===== src/rtl/note_sequencer_if.sv =====
// Song-ROM bus between note_sequencer (master) and the song ROM (slave).
// step_data is expected one cycle after step_addr.
interface note_sequencer_if #(
    parameter int NUM_LANES = 4,
    parameter int SONG_LEN  = 32
);
    logic [$clog2(SONG_LEN)-1:0] step_addr;
    logic [NUM_LANES-1:0]        step_data;

    modport master (output step_addr, input  step_data);
    modport slave  (input  step_addr, output step_data);
endinterface


===== src/rtl/note_sequencer.sv =====
// Song-playback controller: fetches lane patterns, spawns notes at a difficulty tempo,
// pauses/aborts with the game mode. Define NOTE_SEQ_LOOP_EN for endless looping play.
module note_sequencer #(
    parameter int NUM_LANES   = 4,
    parameter int SONG_LEN    = 32,
    parameter int BASE_PERIOD = 16,
    parameter int DRAIN_TICKS = 24
) (
    input  logic                  clk,
    input  logic                  rst,
    input  logic [2:0]            mode,
    input  logic [1:0]            diff_sel,
    input  logic                  tick_en,
    note_sequencer_if.master      rom,
    output logic [NUM_LANES-1:0]  note_spawn,
    output logic                  fin_check,
    output logic                  playing
);
    localparam int ADDR_W = $clog2(SONG_LEN);
    localparam int CNT_W  = $clog2(BASE_PERIOD);
    localparam int DRN_W  = $clog2(DRAIN_TICKS + 1);
    localparam logic [ADDR_W-1:0] LAST_ADDR  = ADDR_W'(SONG_LEN - 1);
    localparam logic [DRN_W-1:0]  DRAIN_LAST = DRN_W'(DRAIN_TICKS - 1);
    localparam logic [2:0]        MODE_RUN   = 3'd4;
    localparam logic [2:0]        MODE_PAUSE = 3'd5;

    typedef enum logic [2:0] {
        S_IDLE, S_FETCH, S_SPAWN, S_WAIT, S_DRAIN, S_DONE
    } state_t;

    state_t                 state, state_d;
    logic [ADDR_W-1:0]      addr_q, addr_d;
    logic [CNT_W-1:0]       tick_cnt, cnt_d;
    logic [DRN_W-1:0]       drain_cnt, drn_d;
    logic [1:0]             diff_q, diff_d;
    logic [NUM_LANES-1:0]   spawn_d;
    logic                   fin_d, play_d, run_q;
    logic [CNT_W:0]         period;
    logic [CNT_W-1:0]       period_m1;
    logic                   is_run, is_pause, start;

    assign period    = (CNT_W+1)'(BASE_PERIOD) >> diff_q;
    assign period_m1 = CNT_W'(period - (CNT_W+1)'(1));
    assign is_run    = (mode == MODE_RUN);
    assign is_pause  = (mode == MODE_PAUSE);
    // A run starts only on entry into RUN, so a finished song does not restart.
    assign start     = is_run && !run_q;
    assign rom.step_addr = addr_q;

    always_comb begin
        state_d = state;
        addr_d  = addr_q;
        cnt_d   = tick_cnt;
        drn_d   = drain_cnt;
        diff_d  = diff_q;
        spawn_d = '0;
        fin_d   = 1'b0;
        case (state)
            S_IDLE: begin
                if (start) begin
                    diff_d  = diff_sel;
                    addr_d  = '0;
                    cnt_d   = '0;
                    state_d = S_FETCH;
                end
            end
            S_FETCH, S_SPAWN, S_WAIT, S_DRAIN: begin
                if (is_pause) begin
                    state_d = state;
                end else if (!is_run) begin
                    state_d = S_IDLE;
                    addr_d  = '0;
                    cnt_d   = '0;
                    drn_d   = '0;
                end else if (state == S_FETCH) begin
                    state_d = S_SPAWN;
                end else if (state == S_SPAWN) begin
                    spawn_d = rom.step_data;
                    cnt_d   = '0;
                    state_d = S_WAIT;
                end else if (state == S_WAIT) begin
                    if (tick_en) begin
                        cnt_d = tick_cnt + CNT_W'(1);
                        if (tick_cnt == period_m1) begin
                            if (addr_q != LAST_ADDR) begin
                                addr_d  = addr_q + ADDR_W'(1);
                                state_d = S_FETCH;
                            end else begin
`ifdef NOTE_SEQ_LOOP_EN
                                addr_d  = '0;
                                diff_d  = (diff_q == 2'd3) ? 2'd3 : diff_q + 2'd1;
                                state_d = S_FETCH;
`else
                                cnt_d   = '0;
                                drn_d   = '0;
                                state_d = S_DRAIN;
`endif
                            end
                        end
                    end
                end else begin
                    if (tick_en) begin
                        if (drain_cnt == DRAIN_LAST) begin
                            state_d = S_DONE;
                        end else begin
                            drn_d = drain_cnt + DRN_W'(1);
                        end
                    end
                end
            end
            S_DONE: begin
                fin_d   = 1'b1;
                state_d = S_IDLE;
            end
            default: state_d = S_IDLE;
        endcase
        play_d = (state_d == S_FETCH) || (state_d == S_SPAWN) ||
                 (state_d == S_WAIT)  || (state_d == S_DRAIN);
    end

    always_ff @(posedge clk) begin
        if (rst) begin
            state      <= S_IDLE;
            addr_q     <= '0;
            tick_cnt   <= '0;
            drain_cnt  <= '0;
            diff_q     <= '0;
            note_spawn <= '0;
            fin_check  <= 1'b0;
            playing    <= 1'b0;
            run_q      <= 1'b0;
        end else begin
            state      <= state_d;
            addr_q     <= addr_d;
            tick_cnt   <= cnt_d;
            drain_cnt  <= drn_d;
            diff_q     <= diff_d;
            note_spawn <= spawn_d;
            fin_check  <= fin_d;
            playing    <= play_d;
            run_q      <= is_run;
        end
    end
endmodule


===== src/flat_wrapper.sv =====
// flat-port wrapper written by rule: the top's interface ports become plain ports
module note_sequencer_flat 
#(
    parameter int NUM_LANES   = 4,
    parameter int SONG_LEN    = 32,
    parameter int BASE_PERIOD = 16,
    parameter int DRAIN_TICKS = 24
)
  (clk, rst, mode, diff_sel, tick_en, note_spawn, fin_check, playing, rom_step_addr, rom_step_data);
  note_sequencer_if #(.NUM_LANES(NUM_LANES), .SONG_LEN(SONG_LEN)) rom_i ();
  input  logic clk;
  input  logic rst;
  input  logic [2:0] mode;
  input  logic [1:0] diff_sel;
  input  logic tick_en;
  output logic [NUM_LANES-1:0] note_spawn;
  output logic fin_check;
  output logic playing;
  output wire logic [$bits(rom_i.step_addr)-1:0] rom_step_addr;
  input wire logic [$bits(rom_i.step_data)-1:0] rom_step_data;
  assign rom_step_addr = rom_i.step_addr;
  assign rom_i.step_data = rom_step_data;
  note_sequencer #(.NUM_LANES(NUM_LANES), .SONG_LEN(SONG_LEN), .BASE_PERIOD(BASE_PERIOD), .DRAIN_TICKS(DRAIN_TICKS)) u_core (.clk(clk), .rst(rst), .mode(mode), .diff_sel(diff_sel), .tick_en(tick_en), .rom(rom_i), .note_spawn(note_spawn), .fin_check(fin_check), .playing(playing));
endmodule

===== config.mk =====
export PLATFORM = sky130hd
export DESIGN_NAME = note_sequencer_flat
export DESIGN_NICKNAME = d
export VERILOG_FILES = /design/src/rtl/note_sequencer_if.sv /design/src/rtl/note_sequencer.sv /design/src/flat_wrapper.sv
export SDC_FILE = /design/constraint.sdc
export NUM_CORES = 1
export LEC_CHECK = 0
export BUFFER_PORTS_ARGS = -buffer_cell sky130_fd_sc_hd__buf_2
export CAP_MARGIN = 30
export CORE_MARGIN = 4
export CORE_UTILIZATION = 40
export DETAILED_ROUTE_END_ITERATION = 16
export SLEW_MARGIN = 20
export SYNTH_ARGS = -nofsm -noshare
export SYNTH_HDL_FRONTEND = slang
export SYNTH_SLANG_ARGS = --single-unit

===== constraint.sdc =====
create_clock -name clk -period 1.9 [get_ports clk]
set_input_delay 0.285 -clock clk [delete_from_list [all_inputs] [get_ports clk]]
set_output_delay 0.285 -clock clk [all_outputs]
set_load 0.02 [all_outputs]

**Yosys cells after proc, flatten, opt, wreduce, memory -nomap -nowiden**

Index checks and enable logic that the tools add are counted.
W data, S select, Z words.

- Output and inout bits: 11
- Register bits after elaboration: 26
- Word-level logic and storage cells: 103

- Reduce and logical (&&, ||, !) cells: 13
- Mux-type cells: 42
- Bitwise operators: 4
- Shifts and indexed selects: 1
- $add $sub $neg: 4
- Equality and inequality tests: 30

Operators by type and width:

| cell | number |
|---|---|
| $mux W5 | 18 |
| $mux W4 | 9 |
| $mux W3 | 11 |
| $ne A3 B3 Y1 const B | 9 |
| $eq A3 B3 Y1 const B | 5 |
| $eq A3 B2 Y1 const B | 4 |
| $add A5 B1 Y5 const B | 2 |
| $pmux W5 S2 | 1 |
| $reduce_and A9 Y1 | 1 |
| $ne A2 B2 Y1 const B | 4 |
| $ne A4 B4 Y1 const B | 2 |
| $pmux W4 S2 | 1 |
| $reduce_and A8 Y1 | 1 |
| $eq A3 B1 Y1 const B | 2 |
| $pmux W3 S2 | 1 |
| $reduce_and A6 Y1 | 1 |
| $reduce_or A6 Y1 | 1 |
| $eq A5 B5 Y1 const B | 1 |
| $ne A5 B5 Y1 const B | 1 |
| $shr A5 B2 Y4 const A | 1 |
| $add A4 B1 Y4 const B | 1 |
| $eq A4 B4 Y1 | 1 |
| $not A1 Y1 | 4 |
| $reduce_or A4 Y1 | 1 |
| other kinds (9) | 11 |

**Logic depth before layout (Yosys ltp)**

Gate-level depths: netlist (run 1).

- Depth after elaboration: 15
- Mapped depth: 7
- Gate-level depth less buffers: 7

**Worst setup path before layout (run 1)**

OpenSTA, ideal clock, no wires.

- Path kind: flip-flop to flip-flop
- Start: register u_core.state[1]
- End: register u_core.drain_cnt[0]
- Buffers on the path: 2
- Arrival time: 1.964 ns
- Clock period less this slack: 2.084 ns
- Slack: -0.184 ns
- Stages on the path, launching flop included: 8
- Path through: dfxtp_1 > buf_6 > nor4bb_1 > or4_4 > buf_6 > a2111o_1 > and2_1 > mux2_2

- Word-level cells in the longest chain between the ends: 5

RTL lines:

| item | RTL line | text |
|---|---|---|
| start, declared | note_sequencer.sv:31 | `state_t state, state_d;` |
| start signal, assigned | note_sequencer.sv:133 | `state <= state_d;` |
| $eq A3 B2 Y1 | note_sequencer.sv:58, note_sequencer.sv:81 |  |
| $mux W5 | note_sequencer.sv:81 | `end else if (state == S_WAIT) begin` |
| $mux W5 | note_sequencer.sv:77 | `end else if (state == S_SPAWN) begin` |
| $mux W5 | note_sequencer.sv:75 | `end else if (state == S_FETCH) begin` |
| $mux W5 | note_sequencer.sv:70 | `end else if (!is_run) begin` |
| end signal, assigned | note_sequencer.sv:136 | `drain_cnt <= drn_d;` |
| end, declared | note_sequencer.sv:34 | `logic [DRN_W-1:0] drain_cnt, drn_d;` |

Parallel ways exist; a longest one is shown, timed or not. The select of a mux whose other input is x is not followed.
A chain may end at the register's enable or synchronous reset.

**Final worst setup path (run 1)**

- Start: register u_core.diff_q[0]
- End: register u_core.drain_cnt[0]

- Word-level cells in the longest chain between the ends: 5

RTL lines:

| item | RTL line | text |
|---|---|---|
| start, declared | note_sequencer.sv:35 | `logic [1:0] diff_q, diff_d;` |
| start signal, assigned | note_sequencer.sv:137 | `diff_q <= diff_d;` |
| $shr A5 B2 Y4 | note_sequencer.sv:42 | `assign period = (CNT_W+1)'(BASE_PERIOD) >> diff_q;` |
| $sub A4 B1 Y4 | note_sequencer.sv:43 | `assign period_m1 = CNT_W'(period - (CNT_W+1)'(1));` |
| $eq A4 B4 Y1 | note_sequencer.sv:84 | `if (tick_cnt == period_m1) begin` |
| $ne A3 B3 Y1 (no line) | - |  |
| $reduce_and A8 Y1 (no line) | - |  |

No other way between the ends.

==> run_results.csv, run 1 <==
group,metric,value,unit
cts,root_buffer,"clkbuf_8",
sta,min_period,2.00,ns
synth,synth_area_leaders,"dfxtp_1 (34%), ha_1 (3.3%), mux2i_1 (3.3%)",
floorplanning,die_height,69.4,um
worst_hold_path,hold_class,"in2reg",
floorplanning,core,3660,sq um
global_route,antenna_found_initial,0,
worst_setup_path,path_class,"reg2reg",
drt,detail_route.wirelength,4050,um
synth,async_flop_share,0,%
floorplanning,ios,23,
worst_setup_path,worstSetupStartpointType,"flip-flop",
worst_setup_path,arrival,2.16,ns
worst_setup_path,cp.required,2.06,ns
sta,setup_ws,-0.0964,ns
sta,max_freq,0.501,GHz
cts,cts_tree,"yes",
sta,rsz0062_at_grt,"yes",
drt,firstDrtPassIters,4,
worst_setup_path,end_kind,"flip-flop",
cts,cts_buffers,3,
finish,multi_input_area,1050,sq um
placed_design,gp_congestion,0.896,
synth,ys.flop_type,"dfxtp_1",
drt,routed_via_density,5.51,
cts,clock_sinks,26,
drt,drt_iter0_markers,31,
cts,clock_latency,0.27,ns
placed_design,place_inst,266,
sta,setup_viol_count_final,7,
finish,layout-drive-gt1-share,43.6,%
drt,wl_per_cell,14.7,um
cts,cts_buffer_depth,2,
global_route,grt_usage,15.7,%
finish,regArea,532,sq um
finish,insertedDiodeCount,0,
drt,route.detailed.drc,0,
sta,finalCritPeriodShare,105,%
flow_run,maxCapViolations,0,
drt,antenna_left,0,
synth,syn-mean-instance-area,8.82,sq um
global_route,grt_pass1_vias,1469,
floorplanning,start_util,41.2,%
floorplanning,die_w,69.4,um
finish,areaGrowthSynthToFinish,41.1,%
global_route,grt_pass1_wl,6380,um
status,status,"finished, violations left",
sta,tightest_slew,0.429,ns
floorplanning,rows,22,
finish,fillers,321,
cts,htree_levels,1,
finish,fin_cells,275,
synth,synth.top_cell.area_share,34.5,%
synth,synth-seq-cells,26,
finish,layout_commonest_cell,"buf_4",
synth,yosysUniqueCellTypes,53,
placed_design,port_buffers,22,
floorplanning,dieArea,4820,sq um
sta,relSlewSlack,71.4,%
finish,nets,244,
placed_design,dp_hpwl,3050,um
power_and_ir_drop,power.total,1.01,mW
synth,syn_inst,171,
finish,layout_common_cells,"buf_4 (34), buf_2 (22), dfxtp_1 (19), nand2_1 (12), nand3_1 (9)",
global_route,overflow,0,
synth,syn_nets,187,
global_route,grt_max_degree,15,
sta,finalClockSkew,0.00140,ns
sta,hold_viol,0,
sta,drv_slew,0,
power_and_ir_drop,power_density,476,nW/um^2
status,violations,"negative setup slack",
synth,syn-cell-area,1510,sq um
power_and_ir_drop,peakVddDrop,0.523,mV
synth,yosysSeqAreaShare,34.5,%
synth,synth-edff-count,0,
cts,clk_pin_slew_worst_paths,0.09,ns
worst_setup_path,critPathMaxFanout,5,
cts,cts_hold_buf,0,
synth,synth_top_area_cell,"dfxtp_1",
power_and_ir_drop,power_leakage,0.853,nW
drt,via_count,1514,
synth,synth.yosys.warnings,0,
## where the power goes
group | switching [mW] | total (mW) | internal (mW)
sequential | 0.00286 | 0.550 | 0.547
combinational | 0.0535 | 0.113 | 0.0592
clock | 0.166 | 0.351 | 0.185
total | 0.223 | 1.01 | 0.791
## synth_stat cells, drive strengths merged (4+ instances only)
library cell	n
nand3b	4
inv	8
nand3	9
ha	4
a21oi	9
nand2b	4
dfxtp	26
buf	4
nand2	12
nor2	7
and2	6
nor3	6
nor3b	4
or3b	4
a31oi	6
mux2i	5
## timing repair
action                                  CTS  global route
pin swaps                                 8             7
endpoints found under the setup margin   11            10
setup buffers                             4             2
resized for setup                        10            19
## kinds of logic (layout without fill, tap and decap cells)
kind of cell	Yosys count	count (layout)	share of synthesized area [%]
and+or+nand+nor	79	79	32.6
xor gates and xnor gates	1	1	0.581
buffers and inverters	15	71	4.97
DFF	26	26	34.5
adders and majority gates	4	4	3.32
AOI/OAI and AO/OA	39	39	19.2
muxes	7	7	4.81
## critical path, stage by stage, from the launching register on
cell and delay (ns):
dfxtp_4 0.37, xnor2_4 0.14, or4b_4 0.53, a2111o_1 0.43, and2_4 0.17, mux2_4 0.25
## stage by stage
| stage | setup slack, ns | util [%] | area (sq um) | TNS, ns | hold WS, ns |
|---|---|---|---|---|---|
| 2_1_floorplan | -0.0840 | - | 1530 | -0.266 | 0.363 |
| 3_3_place_gp | -0.154 | 51.7 | 1890 | -1.09 | 0.488 |
| 3_5_place_dp | -0.184 | 51.7 | 1890 | -1.50 | 0.488 |
| 4_1_cts | -0.0491 | 55.0 | 2010 | -0.203 | 0.200 |
| 5_1_grt | -0.131 | 58.2 | 2130 | -0.837 | 0.201 |
| 6_report | -0.0964 | 58.2 | 2130 | -0.332 | 0.210 |
## state kept, by name, indices dropped and copies added, names as in the netlist
name / cells
u_core.diff_q: 2
u_core.drain_cnt: 5
u_core.fin_check: 1
u_core.note_spawn: 4
u_core.playing: 1
u_core.rom.step_addr: 5
u_core.run_q: 1
u_core.state: 3
u_core.tick_cnt: 4
## routing by layer
layer | global-route usage (%) | part of all wire (%) | vias up
met2 | 28.8 | 53 | 34
met1 | 18.3 | 42 | 714
met5 | 0 | 0 | -
met3 | 3.48 | 3.3 | 6
li1 | - | - | 760
met4 | 3.90 | 1.5 | 0
## cell type report
| class | count | share of cell area (%) |
|---|---|---|
| clock buffer | 4 | 2.59 |
| inverter | 8 | 1.41 |
| multi-input combinational | 130 | 49.5 |
| sequential | 26 | 25.0 |
| tap | 48 | 2.82 |
| timing repair buffer | 59 | 18.7 |
## path summary, 6_finish.rpt
| path | endpoint | cells after the start | slack (ns) | startpoint |
|---|---|---|---|---|
| worst min register to register | u_core.drain_cnt[3]$_SDFFE_PP0P_ | 1 | 0.52 | u_core.drain_cnt[3]$_SDFFE_PP0P_ |
| worst max-delay path | u_core.drain_cnt[0]$_SDFFE_PP0P_ | 5 | -0.1 | u_core.diff_q[0]$_SDFFE_PP0P_ |
| worst min-delay path | u_core.note_spawn[2]$_SDFF_PP0_ | 2 | 0.21 | rom_step_data[2] |
| worst max register to register | u_core.drain_cnt[0]$_SDFFE_PP0P_ | 5 | -0.1 | u_core.diff_q[0]$_SDFFE_PP0P_ |
(Power assumes the default switching activity.)
==> inputs of run 2 (changes only) <==
--- a/config.mk
+++ b/config.mk
@@ -5,11 +5,13 @@
 export SDC_FILE = /design/constraint.sdc
 export NUM_CORES = 1
 export LEC_CHECK = 0
+export ABC_AREA = 1
 export BUFFER_PORTS_ARGS = -buffer_cell sky130_fd_sc_hd__buf_2
 export CAP_MARGIN = 30
 export CORE_MARGIN = 4
 export CORE_UTILIZATION = 40
 export DETAILED_ROUTE_END_ITERATION = 16
+export GPL_ROUTABILITY_DRIVEN = 0
 export SLEW_MARGIN = 20
 export SYNTH_ARGS = -nofsm -noshare
 export SYNTH_HDL_FRONTEND = slang
==> constraint.sdc (replaced) <==
create_clock -name clk -period 2.04 [get_ports clk]
set_input_delay 0.306 -clock clk [delete_from_list [all_inputs] [get_ports clk]]
set_output_delay 0.306 -clock clk [all_outputs]
set_load 0.02 [all_outputs]
==> run_results.csv, run 2 <==
group,metric,value,unit
status,status,"finished, final reports clean",
synth,syn_nets,248,
floorplanning,die_w,69.6,um
floorplanning,die_height,69.6,um
sta,hold_viol,0,
synth,synth.top_cell.area_share,34.3,%
power_and_ir_drop,peakVddDrop,0.456,mV
floorplanning,rows,22,
drt,drt_iter0_markers,65,
drt,firstDrtPassIters,4,
worst_setup_path,crit_start,"u_core.rom.step_addr[0]$_SDFFE_PP0P_",
drt,detail_route.wirelength,3100,um
power_and_ir_drop,power_density,569,nW/um^2
placed_design,dp_hpwl,2420,um
sta,rsz0062_at_grt,"no",
cts,clock_latency,0.27,ns
synth,syn-mean-instance-area,6.54,sq um
power_and_ir_drop,p_seq_share,54.1,%
finish,fillers,380,
sta,finalClockSkew,0.00237,ns
drt,route.detailed.drc,0,
power_and_ir_drop,netSwitchingPower,0.254,mW
finish,areaGrowthSynthToFinish,14.8,%
finish,layout-drive-gt1-share,21.4,%
power_and_ir_drop,share_comb_of_total_power,11.9,%
synth,yosysSeqAreaShare,34.3,%
worst_setup_path,end_kind,"flip-flop",
floorplanning,start_util,41.4,%
sta,setup_ws,0.292,ns
cts,clock_sinks,26,
cts,htree_levels,1,
placed_design,place_inst,301,
cts,cts_hold_buf,0,
drt,routed_via_density,4.71,
power_and_ir_drop,power.internal,0.737,mW
synth,synth.yosys.warnings,0,
sta,setup_viol_count_final,0,
power_and_ir_drop,clockPowerShare,34.0,%
floorplanning,ios,23,
cts,cts_buffers,3,
sta,relSlewSlack,78.1,%
flow_run,maxCapViolations,0,
finish,insertedDiodeCount,0,
synth,async_flop_share,0,%
worst_setup_path,path_class,"reg2reg",
global_route,grt_max_degree,15,
synth,yosys.cell_count.top_type,"nor2_1",
cts,clk_pin_slew_worst_paths,0.09,ns
finish,layout_commonest_cell,"nor2_1",
drt,wl_per_cell,10.1,um
sta,finalCritPeriodShare,85.7,%
cts,root_buffer,"clkbuf_8",
synth,synth-edff-count,0,
synth,synth-seq-cells,26,
finish,layout_common_cells,"nor2_1 (44), nand2_1 (43), inv_1 (30), dfxtp_1 (24), buf_2 (22)",
drt,antenna_left,0,
global_route,grt_pass1_vias,1276,
cts,cts_buffer_depth,2,
global_route,overflow,0,
sta,finalSetupTns,0,ns
worst_setup_path,worstSetupStartpointType,"flip-flop",
synth,syn-cell-area,1520,sq um
worst_setup_path,rr_startpoint,"u_core.rom.step_addr[0]$_SDFFE_PP0P_",
synth,syn_inst,232,
finish,fin_cells,305,
placed_design,preCtsSetupSlack,0.260,ns
sta,tightest_slew,0.326,ns
sta,min_period,1.75,ns
cts,cts_tree,"yes",
finish,regArea,523,sq um
worst_hold_path,hold_class,"in2reg",
finish,nets,274,
worst_setup_path,critPathMaxFanout,5,
global_route,grt_pass1_wl,5550,um
global_route,grt_usage,13.5,%
drt,via_count,1438,
finish,multi_input_area,846,sq um
synth,synth_area_leaders,"dfxtp_1 (34%), nor2_1 (11%), nand2_1 (11%)",
synth,yosysUniqueCellTypes,26,
floorplanning,core,3660,sq um
synth,synth_common_cells,"nor2_1 (44), nand2_1 (43), inv_1 (30), dfxtp_1 (26), nand3_1 (18)",
floorplanning,dieArea,4840,sq um
sta,drv_slew,0,
worst_setup_path,cp.required,2.21,ns
worst_hold_path,min_from,"rom_step_data[1]",
worst_setup_path,arrival,1.92,ns
power_and_ir_drop,power_leakage,0.816,nW
placed_design,port_buffers,22,
synth,ys.flop_type,"dfxtp_1",
global_route,antenna_found_initial,0,
sta,max_freq,0.572,GHz
synth,synth_top_area_cell,"dfxtp_1",
power_and_ir_drop,switching_share,25.6,%
## run 2: changes by cell type in the layout (fill, tap and decap cells not counted), sizes merged, moves of 6 or more
cell	previous run	this run
nor2	7	50
nand2	12	50
buf	59	22
inv	8	38
o21ai	3	19
nand3	9	19
a31oi	6	0
and2	6	0
## run 2: kinds of logic (layout without fill, tap and decap cells)
logic type | after synthesis | count (layout) | synth area share [%]
compound gates | 31 | 31 | 12.0
flops | 26 | 26 | 34.3
fa+ha+maj | 4 | 4 | 3.30
xor+xnor | 2 | 2 | 1.16
buf+inv | 40 | 65 | 9.90
simple gates | 129 | 129 | 39.4
## run 2: worst paths after layout
path                                          endpoint  slack, ns  cells after the start
setup / recovery             u_core.playing$_SDFF_PP0_       0.29                     13
hold / removal         u_core.note_spawn[1]$_SDFF_PP0_       0.24                      3
setup reg to reg             u_core.playing$_SDFF_PP0_       0.29                     13
hold reg to reg   u_core.rom.step_addr[0]$_SDFFE_PP0P_       0.49                      2
## run 2: critical path: stages (launching register included)
cell and delay, ns:
dfxtp_2 0.36, ha_1 0.17, inv_1 0.05, nor3_1 0.15
ha_1 0.17, inv_1 0.07, nor2_1 0.11, nand3_1 0.10
nand2_1 0.08, nand2_1 0.05, nand2_1 0.09, nand3_1 0.10
nor2_1 0.10, nor2_1 0.05
## run 2: routing by layer
layer	vias up	global-route usage [%]	wire, um
li1	781	-	-
met1	631	17.9	1510
met2	22	21.9	1400
met3	4	3.48	149
met4	0	2.82	26
met5	-	0	0
## run 2: timing repair
action                                  in CTS  in global routing
setup buffers                                0                  0
resized for setup                            0                  2
endpoints found under the setup margin       0                  1
## run 2: final cells by class
cell class | instances | area share (%)
well taps | 48 | 3.45
flip-flops and latches | 26 | 30.1
inverters | 39 | 8.41
clock buffers | 4 | 3.16
repair buffers | 22 | 6.33
multi-input cells | 166 | 48.6
## run 2: power groups by stage
stage	sequential, mW	clock, mW	combinational [mW]
6_report	0.535	0.337	0.118
5_1_grt	0.538	0.372	0.137
4_1_cts	0.535	0.351	0.119
3_5_place_dp	0.547	0	0.119
3_3_place_gp	0.547	0	0.120
2_1_floorplan	0.551	0	0.0796
## run 2: through the flow
stage | utilization, % | hold slack, ns | total power, mW | area (sq um)
after floorplan | - | 0.418 | 0.630 | 1520
final | 47.5 | 0.236 | 0.990 | 1740
after CTS | 47.5 | 0.228 | 1.01 | 1740
after global routing | 47.5 | 0.230 | 1.05 | 1740
after global placement | 46.0 | 0.465 | 0.667 | 1680
after detailed placement | 46.0 | 0.482 | 0.666 | 1680
==> inputs of run 3 (changes only) <==
--- a/config.mk
+++ b/config.mk
@@ -9,9 +9,10 @@
 export BUFFER_PORTS_ARGS = -buffer_cell sky130_fd_sc_hd__buf_2
 export CAP_MARGIN = 30
 export CORE_MARGIN = 4
-export CORE_UTILIZATION = 40
+export CORE_UTILIZATION = 41
 export DETAILED_ROUTE_END_ITERATION = 16
 export GPL_ROUTABILITY_DRIVEN = 0
+export GPL_TIMING_DRIVEN = 0
 export SLEW_MARGIN = 20
 export SYNTH_ARGS = -nofsm -noshare
 export SYNTH_HDL_FRONTEND = slang
==> run_results.csv, run 3 (same netlist as run 2, synthesis figures left out) <==
group,metric,value,unit
floorplanning,rows,21,
sta,setup_viol_count_final,0,
floorplanning,core,3440,sq um
sta,finalCritPeriodShare,88.2,%
worst_setup_path,arrival,1.96,ns
flow_run,maxCapViolations,0,
power_and_ir_drop,clockPowerShare,30.8,%
worst_setup_path,cp.required,2.21,ns
sta,finalSetupTns,0,ns
worst_setup_path,end_kind,"flip-flop",
status,status,"finished, final reports clean",
finish,areaGrowthSynthToFinish,13.4,%
finish,nets,274,
cts,cts_setup_buffers,0,
drt,routed_via_density,4.74,
finish,layout_common_cells,"nor2_1 (44), nand2_1 (43), inv_1 (30), dfxtp_1 (26), buf_2 (21)",
global_route,grt_pass1_wl,5300,um
sta,relSlewSlack,67.4,%
power_and_ir_drop,switching_share,26.4,%
sta,min_period,1.80,ns
global_route,antenna_found_initial,0,
global_route,grt_pass1_vias,1239,
sta,max_freq,0.556,GHz
drt,antenna_left,0,
cts,cts_resized,0,
power_and_ir_drop,p_seq_share,56.7,%
sta,rsz0062_at_grt,"no",
power_and_ir_drop,netSwitchingPower,0.250,mW
finish,insertedDiodeCount,0,
sta,drv_slew,0,
power_and_ir_drop,power.internal,0.695,mW
floorplanning,die_height,68.8,um
global_route,grt_usage,14.6,%
cts,cts_buffer_depth,2,
worst_setup_path,path_class,"reg2reg",
cts,htree_levels,1,
floorplanning,dieArea,4740,sq um
drt,wl_per_cell,10.4,um
drt,detail_route.wirelength,3150,um
sta,tightest_slew,0.489,ns
power_and_ir_drop,share_comb_of_total_power,12.5,%
cts,cts_hold_buf,0,
drt,via_count,1430,
drt,route.detailed.drc,0,
placed_design,port_buffers,21,
finish,layout-drive-gt1-share,19.9,%
power_and_ir_drop,power_leakage,0.805,nW
floorplanning,start_util,44.1,%
floorplanning,ios,23,
sta,finalClockSkew,0.00437,ns
finish,layout_commonest_cell,"nor2_1",
drt,firstDrtPassIters,4,
placed_design,place_inst,299,
worst_hold_path,hold_class,"in2reg",
cts,root_buffer,"clkbuf_8",
power_and_ir_drop,peakVddDrop,0.219,mV
placed_design,dp_hpwl,2460,um
cts,clock_latency,0.27,ns
cts,clock_sinks,26,
global_route,grt_max_degree,14,
worst_setup_path,worstSetupStartpointType,"flip-flop",
drt,drt_iter0_markers,44,
finish,fin_cells,302,
cts,cts_buffers,3,
cts,clk_pin_slew_worst_paths,0.09,ns
power_and_ir_drop,power_density,549,nW/um^2
cts,cts_tree,"yes",
worst_setup_path,critPathMaxFanout,9,
sta,hold_viol,0,
floorplanning,die_w,68.8,um
global_route,overflow,0,
## run 3: cell count changes in the layout (fill, tap and decap cells not counted), sizes merged
cell  before  now
buf       22   21
## run 3: layout make-up
cell class	count	area [sq um]
Inverter	39	146
Fill cell	381	1720
Sequential cell	26	520
Tap cell	46	57.6
Clock buffer	3	41.3
Timing Repair Buffer	21	105
Multi-Input combinational cell	166	846
Buffer	1	3.75
## run 3: metal layers
| metal | vias up | routed length (um) | track usage (%) |
|---|---|---|---|
| met5 | - | 0 | 0 |
| li1 | 777 | - | - |
| met2 | 20 | 1370 | 22.6 |
| met3 | 5 | 113 | 2.43 |
| met1 | 628 | 1620 | 20.4 |
| met4 | 0 | 51 | 5.11 |
## run 3: stage by stage
stage / total power, mW / hold slack, ns / instance area (sq um) / util, % / worst slack (ns)
after CTS: 0.953 / 0.236 / 1720 / 50.0 / 0.235
after global placement: 0.666 / 0.475 / 1680 / 48.8 / 0.262
after detailed placement: 0.667 / 0.482 / 1680 / 48.8 / 0.250
after global routing: 0.994 / 0.234 / 1720 / 50.0 / 0.0195
after floorplan: 0.630 / 0.418 / 1520 / - / 0.286
final: 0.945 / 0.238 / 1720 / 50.0 / 0.242
## run 3: worst max-delay path, stage by stage (launching register included)
cell and delay [ns]:
dfxtp_1 0.40, ha_1 0.18, inv_1 0.05, nor3_1 0.15, ha_1 0.17, inv_1 0.07
nand3_1 0.08, nand3_1 0.11, nor2_4 0.21, inv_1 0.08, a21oi_1 0.13, nor2_1 0.05
## run 3: power by group through the flow
stage	registers [mW]	logic (mW)	clock network [mW]
global route	0.538	0.134	0.322
global placement	0.548	0.118	0
detailed placement	0.548	0.119	0
finish	0.536	0.118	0.291
CTS	0.536	0.120	0.297
floorplan	0.551	0.0796	0
## run 3: path summary, 6_finish.rpt
kind,startpoint,end,slack [ns],depth (start not counted)
setup / recovery,u_core.rom.step_addr[0]$_SDFFE_PP0P_,u_core.drain_cnt[2]$_SDFFE_PP0P_,0.24,11
hold / removal,rom_step_data[0],u_core.note_spawn[0]$_SDFF_PP0_,0.24,3
setup reg to reg,u_core.rom.step_addr[0]$_SDFFE_PP0P_,u_core.drain_cnt[2]$_SDFFE_PP0P_,0.24,11
hold reg to reg,u_core.rom.step_addr[3]$_SDFFE_PP0P_,u_core.rom.step_addr[3]$_SDFFE_PP0P_,0.50,2
